--- src/rtl/keypad_scanner_if.sv ---
// Keypad-side bundle for keypad_scanner: row sense in, column drive and key
// report out. The master is the scanner; the slave is the keypad/decoder side.
interface keypad_scanner_if;
  logic [3:0] rows;
  logic [3:0] cols;
  logic [3:0] button;
  logic       en;

  modport master (input rows, output cols, output button, output en);
  modport slave  (output rows, input cols, input button, input en);
endinterface

--- src/rtl/keypad_scanner.sv ---
// 4x4 active-low keypad scanner with press/release debounce and a one-cycle
// strobe per accepted key. Define KEYPAD_SYNC_EN to add a 2-flop row synchronizer.
module keypad_scanner #(
  parameter int SCAN_DIV        = 2048,
  parameter int DEBOUNCE_CYCLES = 20000
) (
  input  logic                int_osc,
  input  logic                reset,
  keypad_scanner_if.master    kp
);

  localparam int DW = $clog2(SCAN_DIV);
  localparam int BW = $clog2(DEBOUNCE_CYCLES);
  localparam logic [DW-1:0] DWELL_LAST = DW'(SCAN_DIV - 1);
  localparam logic [BW-1:0] DEB_LAST   = BW'(DEBOUNCE_CYCLES - 1);

  typedef enum logic [1:0] {ST_SCAN, ST_DEBOUNCE, ST_HELD, ST_RELEASE} state_e;

  state_e        state_q, state_d;
  logic [1:0]    idx_q, idx_d;
  logic [1:0]    row_q, row_d;
  logic [DW-1:0] dwell_q, dwell_d;
  logic [BW-1:0] deb_q, deb_d;
  logic [3:0]    button_q, button_d;
  logic          en_q, en_d;
  logic [3:0]    rows_s;
  logic          row_low;

`ifdef KEYPAD_SYNC_EN
  logic [3:0] sync1_q, sync2_q;

  // Flops reset to 1 so that a reset never looks like a key press.
  always_ff @(posedge int_osc or negedge reset) begin
    if (!reset) begin
      sync1_q <= 4'hF;
      sync2_q <= 4'hF;
    end else begin
      sync1_q <= kp.rows;
      sync2_q <= sync1_q;
    end
  end

  assign rows_s = sync2_q;
`else
  assign rows_s = kp.rows;
`endif

  function automatic logic [1:0] lowest_row(input logic [3:0] r);
    if      (!r[0]) return 2'd0;
    else if (!r[1]) return 2'd1;
    else if (!r[2]) return 2'd2;
    else            return 2'd3;
  endfunction

  function automatic logic [3:0] key_code(input logic [1:0] r, input logic [1:0] c);
    case ({r, c})
      4'h0: return 4'h1;  4'h1: return 4'h2;  4'h2: return 4'h3;  4'h3: return 4'hA;
      4'h4: return 4'h4;  4'h5: return 4'h5;  4'h6: return 4'h6;  4'h7: return 4'hB;
      4'h8: return 4'h7;  4'h9: return 4'h8;  4'hA: return 4'h9;  4'hB: return 4'hC;
      4'hC: return 4'hE;  4'hD: return 4'h0;  4'hE: return 4'hF;  default: return 4'hD;
    endcase
  endfunction

  // Once a key is latched only its own row matters; other rows are ignored.
  assign row_low = !rows_s[row_q];

  always_comb begin
    // NOTE: every output gets a default first so no path can infer a latch.
    state_d  = state_q;
    idx_d    = idx_q;
    row_d    = row_q;
    dwell_d  = dwell_q;
    deb_d    = deb_q;
    button_d = button_q;
    en_d     = 1'b0;

    case (state_q)
      ST_SCAN: begin
        if (dwell_q == DWELL_LAST) begin
          dwell_d = '0;
          if (rows_s != 4'hF) begin
            row_d   = lowest_row(rows_s);
            deb_d   = '0;
            state_d = ST_DEBOUNCE;
          end else begin
            idx_d = idx_q + 2'd1;
          end
        end else begin
          dwell_d = dwell_q + 1'b1;
        end
      end

      ST_DEBOUNCE: begin
        if (!row_low) begin
          state_d = ST_SCAN;
          idx_d   = idx_q + 2'd1;
          dwell_d = '0;
        end else if (deb_q == DEB_LAST) begin
          button_d = key_code(row_q, idx_q);
          en_d     = 1'b1;
          state_d  = ST_HELD;
        end else begin
          deb_d = deb_q + 1'b1;
        end
      end

      ST_HELD: begin
        if (!row_low) begin
          deb_d   = '0;
          state_d = ST_RELEASE;
        end
      end

      ST_RELEASE: begin
        if (row_low) begin
          deb_d = '0;
        end else if (deb_q == DEB_LAST) begin
          state_d = ST_SCAN;
          idx_d   = idx_q + 2'd1;
          dwell_d = '0;
        end else begin
          deb_d = deb_q + 1'b1;
        end
      end

      default: state_d = ST_SCAN;
    endcase
  end

  // NOTE: state flops use non-blocking assignments so every flop samples
  // the pre-edge value of the others.
  always_ff @(posedge int_osc or negedge reset) begin
    if (!reset) begin
      state_q  <= ST_SCAN;
      idx_q    <= 2'd0;
      row_q    <= 2'd0;
      dwell_q  <= '0;
      deb_q    <= '0;
      button_q <= 4'h0;
      en_q     <= 1'b0;
    end else begin
      state_q  <= state_d;
      idx_q    <= idx_d;
      row_q    <= row_d;
      dwell_q  <= dwell_d;
      deb_q    <= deb_d;
      button_q <= button_d;
      en_q     <= en_d;
    end
  end

  assign kp.cols   = ~(4'b0001 << idx_q);
  assign kp.button = button_q;
  assign kp.en     = en_q;

endmodule

--- src/flat_wrapper.sv ---
// flat-port wrapper written by rule: the top's interface ports become plain ports
module keypad_scanner_flat 
#(
  parameter int SCAN_DIV        = 2048,
  parameter int DEBOUNCE_CYCLES = 20000
)
  (int_osc, reset, kp_rows, kp_cols, kp_button, kp_en);
  keypad_scanner_if kp_i ();
  input  logic int_osc;
  input  logic reset;
  input wire logic [$bits(kp_i.rows)-1:0] kp_rows;
  output wire logic [$bits(kp_i.cols)-1:0] kp_cols;
  output wire logic [$bits(kp_i.button)-1:0] kp_button;
  output wire logic [$bits(kp_i.en)-1:0] kp_en;
  assign kp_i.rows = kp_rows;
  assign kp_cols = kp_i.cols;
  assign kp_button = kp_i.button;
  assign kp_en = kp_i.en;
  keypad_scanner #(.SCAN_DIV(SCAN_DIV), .DEBOUNCE_CYCLES(DEBOUNCE_CYCLES)) u_core (.int_osc(int_osc), .reset(reset), .kp(kp_i));
endmodule
--- config.mk ---
export PLATFORM = sky130hd
export DESIGN_NAME = keypad_scanner_flat
export DESIGN_NICKNAME = d
export VERILOG_FILES = /design/src/rtl/keypad_scanner_if.sv /design/src/rtl/keypad_scanner.sv /design/src/flat_wrapper.sv
export SDC_FILE = /design/constraint.sdc
export NUM_CORES = 1
export LEC_CHECK = 0
export ABC_AREA = 0
export CAP_MARGIN = 20
export CORE_ASPECT_RATIO = 1.5
export CORE_MARGIN = 2
export CORE_UTILIZATION = 30
export CTS_CLUSTER_SIZE = 8
export DETAILED_ROUTE_END_ITERATION = 6
export PLACE_DENSITY_LB_ADDON = 0.05
export SLEW_MARGIN = 0
export SYNTH_ARGS = -nofsm -noshare
export SYNTH_HDL_FRONTEND = slang
export SYNTH_SLANG_ARGS = --single-unit
export TNS_END_PERCENT = 5
--- constraint.sdc ---
create_clock -name int_osc -period 4.6 [get_ports int_osc]
set_input_delay 0.92 -clock int_osc [delete_from_list [all_inputs] [get_ports int_osc]]
set_output_delay 0.92 -clock int_osc [all_outputs]
set_load 0.005 [all_outputs]
==> impl_results.md, run 1 <==
- Syn. warnings: 0
- Post-DP Area: 2670 µm²
- M3 GR Usage: 0.0218
- Int Pwr: 541 µW
- Total Wirelength: 6090 µm
- Sw Ratio: 0.226
- Synth-to-Final Area Change: 12.1%
- Pre-antenna DRT Iters: 4
- WP data arrival: 3.14 ns
- First-pass GRT wire length: 10400 µm
- Post-route ant nets: 0
- Largest net degree at the start of global routing: 38
- Share of layout cells above drive strength 1: 0.0760
- Number of distinct library cells after synthesis: 63
- Sequential Area: 926 µm²
- P_leak: 1.12 nW
- Ys flop type: dfrtp_1
- Clock power frac: 0.458
- Final Power: 699 µW
- Initial antenna violation count: 0
- Combinational fraction of design power: 0.061
- DR vias: 2054
- H-tree depth: 2
- GRT Total Usage: 0.145
- Async SR Flop Fraction: 1.00
- Main area contributors after synthesis: dfrtp_1 37%, ha_1 4.0%, a21oi_1 3.2%, mux2i_1 3.2%, nand4_1 3.0%
- Total CTS buffers: 5
- Tightest Pin Transition: 0.905 ns
- Tcrit/Tclk final: 0.641
- Slew Limit Fails: 0
- Critical path type: in -> reg
- Worst Path Max Fanout: 21
- Max VDD drop: 0.124 mV
- Ant. Diodes: 0
- GRT busiest layer: met2
- Rows: 40
- Final core occ: 0.347
- Max Cap Viol: 0
- Clock sink count: 37
- Pwr/cell area: 250 nW/µm²
- Minimum clock period: 2.95 ns
- Sequential power share: 0.480
- Startpoint types: input port
- Post-Syn Area: 2490 µm²
- Initial core utilization: 0.310
- Met1 Use GR: 0.182
- Crit path from: kp_rows[3]
- Post-synth top cells: 37 x dfrtp_1, 16 x a21oi_1, 16 x inv_1, 16 x nand2_1
- Nets: 278
- Chip Width: 78.5 µm
- DR vias/cell: 5.58
- Setup bufs post-CTS: 0
- RePlAce Congestion: 0.777
- Cell area after layout: 2800 µm²
- I/O Pins: 15
- Grt met2 use: 0.251
- Fmax: 339 MHz
- Final hold slack: 0.519 ns
- RSZ-0062 raised after global routing: false
- Syn avg cell area: 9.75 µm²
- Wire per inst: 16.6 µm
- Sequential-to-total area share from yosys stat: 0.371
- Clock slew at reported path FFs: 0.06 ns
- Yosys reg bits: 37
- Most common cell in the netlist: dfrtp_1
- Crit end category: register
- Syn Inst Count: 256
- # DRC: 0
- Area leader, netlist: dfrtp_1
- Fillers: 851
- Synthesized net count: 270
- CP endpoint: u_core.deb_q[10]
- Fin Setup TNS: 0 ns
- CTS tree: built
- Sw power: 158 µW
- Die Ht: 116 µm
- Hold_buf cts: 0
- DRT iter0 DRCs: 79
- Clock root buffer: clkbuf_16
- Share of the synthesized area in the top cell type: 0.371
- Hpwl dp: 4280 µm
- Hold Crit Depth: 2
- Number of flops mapped to enable cells by yosys: 0
- Port Buffer Count: 14
- Clock Path Buffers: 2
- Total gr overflow: 0
- Class of the worst hold path: reg -> reg
- Multi-input gate area: 1390 µm²
- Clk_skew: 0.00412 ns
- Core footprint: 8060 µm²
- Status: finished clean
- Slew headroom: 0.397
- Fin. Hold Viols: 0
- Final Setup Violations: 0
- # resized after CTS: 0
- Required time of the critical path: 4.80 ns
- Vias in the first global route: 1982
- R2R depth: 4
- R2R setup slack: 2.15 ns
- RR Endpoint: u_core.deb_q[7]
- Skew-Pair Late Insertion Delay: 0.27 ns
- Die area: 9080 µm²
[how the worst min path moves through the flow]
stage	from	endpoint	slack, ns
floorplan	u_core.dwell_q[5]	u_core.dwell_q[5]	0.47
finish	u_core.kp.button[3]	u_core.kp.button[3]	0.52
global placement	u_core.dwell_q[5]	u_core.dwell_q[5]	0.50
detailed placement	u_core.dwell_q[5]	u_core.dwell_q[5]	0.51
CTS	u_core.dwell_q[5]	u_core.dwell_q[5]	0.52
global route	u_core.kp.button[0]	u_core.kp.button[0]	0.54
[metrics by stage]
stage / setup WS [ns] / instances
after global placement: 1.42 / 362
after detailed placement: 1.38 / 362
after global routing: 1.47 / 368
after floorplan: 2.21 / 256
after CTS: 1.65 / 368
final: 1.65 / 368
[placed cells by master, fill, tap and decap left out, types with 2 or more instances in the layout]
cell              n
a211o_1           4
a21boi_0          2
a21o_1            3
a21oi_1          16
a22o_1            3
a31oi_1           2
a32oi_1           3
a41oi_1           2
and2_1            2
and3_1            6
and4_1            7
buf_4             2
clkbuf_16         5
clkdlybuf4s50_1  13
clkinv_1          2
dfrtp_1          37
ha_1              8
inv_1            16
mux2_2            2
mux2i_1           8
nand2_1          16
nand3_1          12
nand4_1          12
nor2_1            8
nor3_1            3
nor3b_1           4
nor4b_1           2
o21ai_0           9
o22ai_1           2
o2bb2ai_1         6
o31ai_1           4
o32ai_1           3
o41ai_1           2
or3_1             3
or4_1             6
xnor2_1           2
[flip-flops by register name, summed over array words and instances (netlist names), named ones only]
name              cells
u_core.dwell_q       11
u_core.row_q          2
u_core.deb_q         15
u_core.idx_q          2
u_core.kp.button      4
u_core.state_q        1
u_core.kp.en          1
[layout make-up]
cell class | count | area share
Clock buffer | 5 | 0.0447
Clock inverter | 1 | 0.00179
Inverter | 18 | 0.0242
Multi-Input combinational cell | 186 | 0.498
Sequential cell | 37 | 0.331
Tap cell | 105 | 0.0470
Timing Repair Buffer | 16 | 0.0537
[cells by family (layout without fill, tap and decap cells)]
group / Yosys count / in the layout / share of synthesized area
AO/OA/AOI/OAI: 71 / 71 / 0.207
XOR/XNOR: 2 / 2 / 0.00702
adder cells (fa/ha/maj): 9 / 9 / 0.0441
buffers and inverters: 33 / 40 / 0.0712
flip-flops: 37 / 37 / 0.371
multiplexers: 14 / 14 / 0.0757
AND/OR/NAND/NOR: 90 / 90 / 0.224
[worst max-delay path: stages]
cell and delay (ns):
clkdlybuf4s50_1 0.45, mux4_2 0.68, mux2i_1 0.18, buf_4 0.24, or4_1 0.51, a21oi_1 0.16
[power by group through the flow]
| stage | clock network (mW) | logic [mW] | registers (mW) |
|---|---|---|---|
| floorplan | 0 | 0.0274 | 0.340 |
| global route | 0.349 | 0.0494 | 0.337 |
| detailed placement | 0 | 0.0441 | 0.342 |
| CTS | 0.336 | 0.0444 | 0.336 |
| finish | 0.320 | 0.0427 | 0.336 |
| global placement | 0 | 0.0444 | 0.342 |
[routing by layer]
layer  share of wire  routed length (µm)
met1            0.45                2740
met3           0.020                 119
met2            0.50                3070
met5               0                   0
met4           0.026                 159
Power figures use the tool's default switching activity.
==> inputs of run 2 (changes only) <==
==> constraint.sdc (replaced) <==
create_clock -name int_osc -period 2.6 [get_ports int_osc]
set_input_delay 0.52 -clock int_osc [delete_from_list [all_inputs] [get_ports int_osc]]
set_output_delay 0.52 -clock int_osc [all_outputs]
set_load 0.005 [all_outputs]
==> run 2 against run 1 <==
  * Sequential share of layout area is 1.6 points lower
  * Sequential power is 77% higher
  * Register-to-register slack worse by 1.8 ns
  * Setup slack worse by 1.4 ns
  * Total power is 81% higher
  * Critical path type unchanged
  * Die area stayed put
==> impl_results.md, run 2 (synthesized netlist as in run 1, its figures left out) <==
- Grt met2 use: 0.276 (was 0.251)
- Clock root buffer: clkbuf_16 (unchanged)
- Nets: 296 (was 278)
- Total Wirelength: 6400 µm (was 6090 µm)
- Rows: 40 (unchanged)
- Die area: 9080 µm² (unchanged)
- Tightest Pin Transition: 0.540 ns (was 0.905 ns)
- Fin. Hold Viols: 0 (unchanged)
- Most common cell after layout, fill and taps aside: dfrtp_1 (unchanged)
- Slew Limit Fails: 0 (unchanged)
- Startpoint types: input port (unchanged)
- Post-DP Area: 2800 µm² (was 2670 µm²)
- Die Ht: 116 µm (unchanged)
- Hpwl dp: 4720 µm (was 4280 µm)
- Total gr overflow: 0 (unchanged)
- Worst Path Max Fanout: 18 (was 21)
- GRT Total Usage: 0.153 (was 0.145)
- Hold_buf cts: 0 (unchanged)
- Final setup margin: 0.300 ns (was 1.65 ns)
- Largest net degree at the start of global routing: 22 (was 38)
- Ant. Diodes: 0 (unchanged)
- Class of the worst hold path: in -> async (was reg -> reg)
- DR vias: 2104 (was 2054)
- Max Cap Viol: 0 (unchanged)
- I/O Pins: 15 (unchanged)
- Pre-CTS setup slack: 0.00687 ns (was 1.38 ns)
- M3 GR Usage: 0.0288 (was 0.0218)
- Initial antenna violation count: 0 (unchanged)
- Sw power: 286 µW (was 158 µW)
- RR Endpoint: u_core.deb_q[7] (unchanged)
- Fmax: 435 MHz
- Critical path type: in -> reg (unchanged)
- Worst r2r src: u_core.dwell_q[0]
- Chip Width: 78.5 µm (unchanged)
- Port Buffer Count: 14 (unchanged)
- Clock power frac: 0.459 (was 0.458)
- Wire per inst: 16.5 µm (was 16.6 µm)
- Core footprint: 8060 µm² (unchanged)
- R2R setup slack: 0.36 ns (was 2.15 ns)
- H-tree depth: 2 (unchanged)
- Final core occ: 0.365 (was 0.347)
- Top reg by flops: u_core.deb_q (unchanged)
- RSZ-0062 raised after global routing: false (unchanged)
- Crit path from: kp_rows[3] (unchanged)
- Most frequent cells in the layout: 37 x dfrtp_1, 20 x buf_4, 16 x inv_1, 16 x nand2_1, 16 x a21oi_1 (was 37 x dfrtp_1, 16 x inv_1, 16 x nand2_1, 16 x a21oi_1, 13 x clkdlybuf4s50_1)
- GRT busiest layer: met2 (unchanged)
- Initial core utilization: 0.310 (unchanged)
- Skew-Pair Late Insertion Delay: 0.28 ns (was 0.27 ns)
- Sequential power share: 0.469 (was 0.480)
- Final Power: 1.27 mW (was 699 µW)
- # DRC: 0 (unchanged)
- Combinational fraction of design power: 0.072 (was 0.061)
- First-pass GRT wire length: 10700 µm (was 10400 µm)
- Synth-to-Final Area Change: 17.8% (was 12.1%)
- Max reg flops: 15 (unchanged)
- DR vias/cell: 5.42 (was 5.58)
- Slew headroom: 0.635 (was 0.397)
- Setup bufs post-CTS: 0 (unchanged)
- Final Setup Violations: 0 (unchanged)
- Cell area after layout: 2940 µm² (was 2800 µm²)
- Max VDD drop: 0.329 mV (was 0.124 mV)
- Pre-antenna DRT Iters: 4 (unchanged)
- Total CTS buffers: 5 (unchanged)
- Clock slew at reported path FFs: 0.06 ns (about the same)
- P_leak: 1.20 nW (was 1.12 nW)
- Sw Ratio: 0.225 (was 0.226)
- Pwr/cell area: 431 nW/µm² (was 250 nW/µm²)
- CP endpoint: u_core.deb_q[10] (unchanged)
- Clock Path Buffers: 2 (unchanged)
- Clk_skew: 0.00413 ns (was 0.00412 ns)
- Minimum clock period: 2.30 ns
- Clock sink count: 37 (unchanged)
- Required time of the critical path: 2.80 ns (was 4.80 ns)
- WP data arrival: 2.50 ns (was 3.14 ns)
- RePlAce Congestion: 0.819 (was 0.777)
- DRT iter0 DRCs: 121 (was 79)
- Vias in the first global route: 2109 (was 1982)
- R2R depth: 5 (was 4)
- Crit end category: register (unchanged)
- Post-route ant nets: 0 (unchanged)
- Tcrit/Tclk final: 0.885
- Met1 Use GR: 0.177 (was 0.182)
- # resized after CTS: 0 (unchanged)
- Status: finished clean (unchanged)
- Int Pwr: 982 µW (was 541 µW)
- Share of layout cells above drive strength 1: 0.131 (was 0.0760)
- Fin Setup TNS: 0 ns (unchanged)
- CTS tree: built (unchanged)
run 2: critical path: stages:
cell and delay [ns]:
clkdlybuf4s50_1 0.41, mux4_2 0.55, mux2i_1 0.15, buf_4 0.21
or4_1 0.51, a21oi_1 0.15
run 2: power by group through the flow:
stage / registers [mW] / clock network (mW) / logic (mW)
after floorplan: 0.601 / 0 / 0.0484
after global placement: 0.605 / 0 / 0.0947
after detailed placement: 0.605 / 0 / 0.0934
after CTS: 0.595 / 0.609 / 0.0936
after global routing: 0.596 / 0.634 / 0.103
final: 0.595 / 0.582 / 0.0908
run 2: area by class of cell:
cell class,count,area [µm²]
sequential,37,926
inverter,18,67.6
timing repair buffer,34,285
clock buffer,8,136
multi-input combinational,186,1390
tap,105,131
fill,827,5120
run 2: metal layers:
layer  up-vias  part of all wire
met5         -                 0
met1      1023              0.42
li1       1039                 -
met4         0             0.022
met2        35              0.53
met3         7             0.025
run 2: worst min-delay path by stage:
stage / cells past startpoint / to
global placement: 1 / u_core.deb_q[14]
CTS: 1 / u_core.dwell_q[4]
finish: 1 / u_core.deb_q[9]
floorplan: 0 / asynchronous set/reset pin
global route: 1 / u_core.dwell_q[2]
detailed placement: 1 / u_core.deb_q[9]
run 2: through the flow:
step	hold slack, ns	cells
floorplan	0.224	256
global placement	0.494	380
detailed placement	0.491	380
CTS	0.188	388
global route	0.194	388
finish	0.174	388
==> inputs of run 3 (changes only) <==
--- a/config.mk
+++ b/config.mk
@@ -13,6 +13,7 @@
 export CTS_CLUSTER_SIZE = 8
 export DETAILED_ROUTE_END_ITERATION = 6
 export PLACE_DENSITY_LB_ADDON = 0.05
+export REMOVE_ABC_BUFFERS = 1
 export SLEW_MARGIN = 0
 export SYNTH_ARGS = -nofsm -noshare
 export SYNTH_HDL_FRONTEND = slang
==> run 3 against run 2 <==
  * Count of clock-buffer cells in the layout shrank 2
  * Sequential power is essentially flat
  * Cell area grew 0.34%
  * Clock skew grew 0.0015 ns
  * Total power grew 0.97%
  * Sequential cell count is the same
==> impl_results.md, run 3 (synthesized netlist as in run 1, its figures left out) <==
- Status: finished clean (unchanged)
- DR vias/cell: 5.41 (was 5.42)
- Total gr overflow: 0 (unchanged)
- Max VDD drop: 0.259 mV (was 0.329 mV)
- Sequential power share: 0.465 (was 0.469)
- Initial core utilization: 0.310 (unchanged)
- Clock power frac: 0.464 (was 0.459)
- Final setup margin: 0.315 ns (was 0.300 ns)
- Hold_buf cts: 0 (unchanged)
- Fin Setup TNS: 0 ns (unchanged)
- Most frequent cells in the layout: 37 x dfrtp_1, 21 x buf_4, 16 x inv_1, 16 x nand2_1, 16 x a21oi_1 (was 37 x dfrtp_1, 20 x buf_4, 16 x inv_1, 16 x nand2_1, 16 x a21oi_1)
- Cells after DPL: 381 (was 380)
- WP data arrival: 2.49 ns (was 2.50 ns)
- Chip Width: 78.5 µm (unchanged)
- # DRC: 0 (unchanged)
- Fin. Hold Viols: 0 (unchanged)
- Startpoint types: input port (unchanged)
- Clock root buffer: clkbuf_16 (unchanged)
- Worst Path Max Fanout: 19 (was 18)
- Int Pwr: 978 µW (was 982 µW)
- Combinational fraction of design power: 0.071 (was 0.072)
- Fmax: 438 MHz (was 435 MHz)
- DRT iter0 DRCs: 109 (was 121)
- Largest net degree at the start of global routing: 38 (was 22)
- CTS tree: built (unchanged)
- Nets: 297 (was 296)
- Pwr/cell area: 434 nW/µm² (was 431 nW/µm²)
- Slew headroom: 0.395 (was 0.635)
- First-pass GRT wire length: 10600 µm (was 10700 µm)
- Pre-antenna DRT Iters: 4 (unchanged)
- Top reg by flops: u_core.deb_q (unchanged)
- Clock slew at reported path FFs: 0.06 ns (about the same)
- Die area: 9080 µm² (unchanged)
- Clock sink count: 37 (unchanged)
- Cell Count, Final, Fillers Out: 389 (was 388)
- Sw Ratio: 0.236 (was 0.225)
- Critical path type: in -> reg (unchanged)
- Slew Limit Fails: 0 (unchanged)
- Max Cap Viol: 0 (unchanged)
- GRT Total Usage: 0.153 (about the same)
- Clk_skew: 0.00568 ns (was 0.00413 ns)
- Wire per inst: 16.6 µm (was 16.5 µm)
- Multi-input gate area: 1390 µm² (unchanged)
- Pre-CTS setup slack: 0.0157 ns (was 0.00687 ns)
- Rows: 40 (unchanged)
- Tcrit/Tclk final: 0.879 (was 0.885)
- Class of the worst hold path: in -> async (unchanged)
- RePlAce Congestion: 0.867 (was 0.819)
- Fillers: 831 (was 827)
- Sequential Area: 926 µm² (unchanged)
- Crit end category: register (unchanged)
- Clock Path Buffers: 2 (unchanged)
- Hpwl dp: 4640 µm (was 4720 µm)
- Post-route ant nets: 0 (unchanged)
- RSZ-0062 raised after global routing: false (unchanged)
- Total CTS buffers: 5 (unchanged)
- DR vias: 2103 (was 2104)
- Skew-Pair Late Insertion Delay: 0.28 ns (about the same)
- Setup bufs post-CTS: 0 (unchanged)
- Initial antenna violation count: 0 (unchanged)
- Max reg flops: 15 (unchanged)
- Share of layout cells above drive strength 1: 0.141 (was 0.131)
- P_leak: 1.21 nW (was 1.20 nW)
- Ant. Diodes: 0 (unchanged)
- Total Wirelength: 6440 µm (was 6400 µm)
- Sw power: 302 µW (was 286 µW)
- Minimum clock period: 2.28 ns (was 2.30 ns)
- Synth-to-Final Area Change: 18.2% (was 17.8%)
- Final Power: 1.28 mW (was 1.27 mW)
- Final Setup Violations: 0 (unchanged)
- H-tree depth: 2 (unchanged)
- # resized after CTS: 0 (unchanged)
- Port Buffer Count: 14 (unchanged)
- Final core occ: 0.366 (was 0.365)
- Vias in the first global route: 2043 (was 2109)
- I/O Pins: 15 (unchanged)
- Most common cell after layout, fill and taps aside: dfrtp_1 (unchanged)
- Die Ht: 116 µm (unchanged)
- Required time of the critical path: 2.81 ns (was 2.80 ns)
- Tightest Pin Transition: 0.908 ns (was 0.540 ns)
- Core footprint: 8060 µm² (unchanged)
## run 3: cell count changes in the layout (fill, tap and decap cells not counted)
cell      previous run  this run
clkbuf_1             3         1
clkinv_2             0         2
buf_4               20        21
## run 3: critical path, cell delays in order
cell and delay, ns:
clkdlybuf4s50_1 0.42, mux4_2 0.52, mux2i_1 0.14, buf_4 0.22
or4_1 0.50, a21oi_1 0.17
## run 3: routing by layer
| metal | track usage | wire length (µm) | vias to the layer above |
|---|---|---|---|
| li1 | - | - | 1044 |
| met1 | 0.183 | 2890 | 1032 |
| met2 | 0.275 | 3320 | 22 |
| met3 | 0.0288 | 131 | 5 |
| met4 | 0.0526 | 97 | 0 |
| met5 | 0 | 0 | - |
## run 3: path summary, 6_finish.rpt
path / startpoint / end / slack, ns / depth (start not counted)
min in group int_osc: u_core.dwell_q[5] / u_core.dwell_q[5] / 0.52 / 1
worst max register to register: u_core.dwell_q[0] / u_core.deb_q[7] / 0.37 / 5
worst min-delay path: reset / u_core.dwell_q[4] / 0.37 / 1
worst max-delay path: kp_rows[2] / u_core.deb_q[13] / 0.32 / 6
worst min register to register: u_core.dwell_q[5] / u_core.dwell_q[5] / 0.52 / 1
max in group asynchronous: reset / u_core.kp.button[2] / 1.67 / 1
## run 3: power by group through the flow
stage	registers [mW]	logic (mW)	clock network, mW
3_3_place_gp	0.605	0.0945	0
3_5_place_dp	0.605	0.0932	0
2_1_floorplan	0.602	0.0426	0
4_1_cts	0.595	0.0937	0.618
6_report	0.595	0.0913	0.594
5_1_grt	0.596	0.104	0.643
## run 3: layout make-up
| type | instances | area share |
|---|---|---|
| clock buffer | 6 | 0.0437 |
| timing repair buffer | 35 | 0.0993 |
| clock inverter | 2 | 0.00340 |
| inverter | 18 | 0.0229 |
| multi-input combinational | 186 | 0.472 |
| tap | 105 | 0.0446 |
| sequential | 37 | 0.314 |
## run 3: per-stage QoR
step                hold WS [ns]  instance area [µm²]
floorplan                  0.224                 2380
finish                     0.370                 2950
global route               0.466                 2950
CTS                        0.414                 2950
global placement           0.507                 2810
detailed placement         0.505                 2810
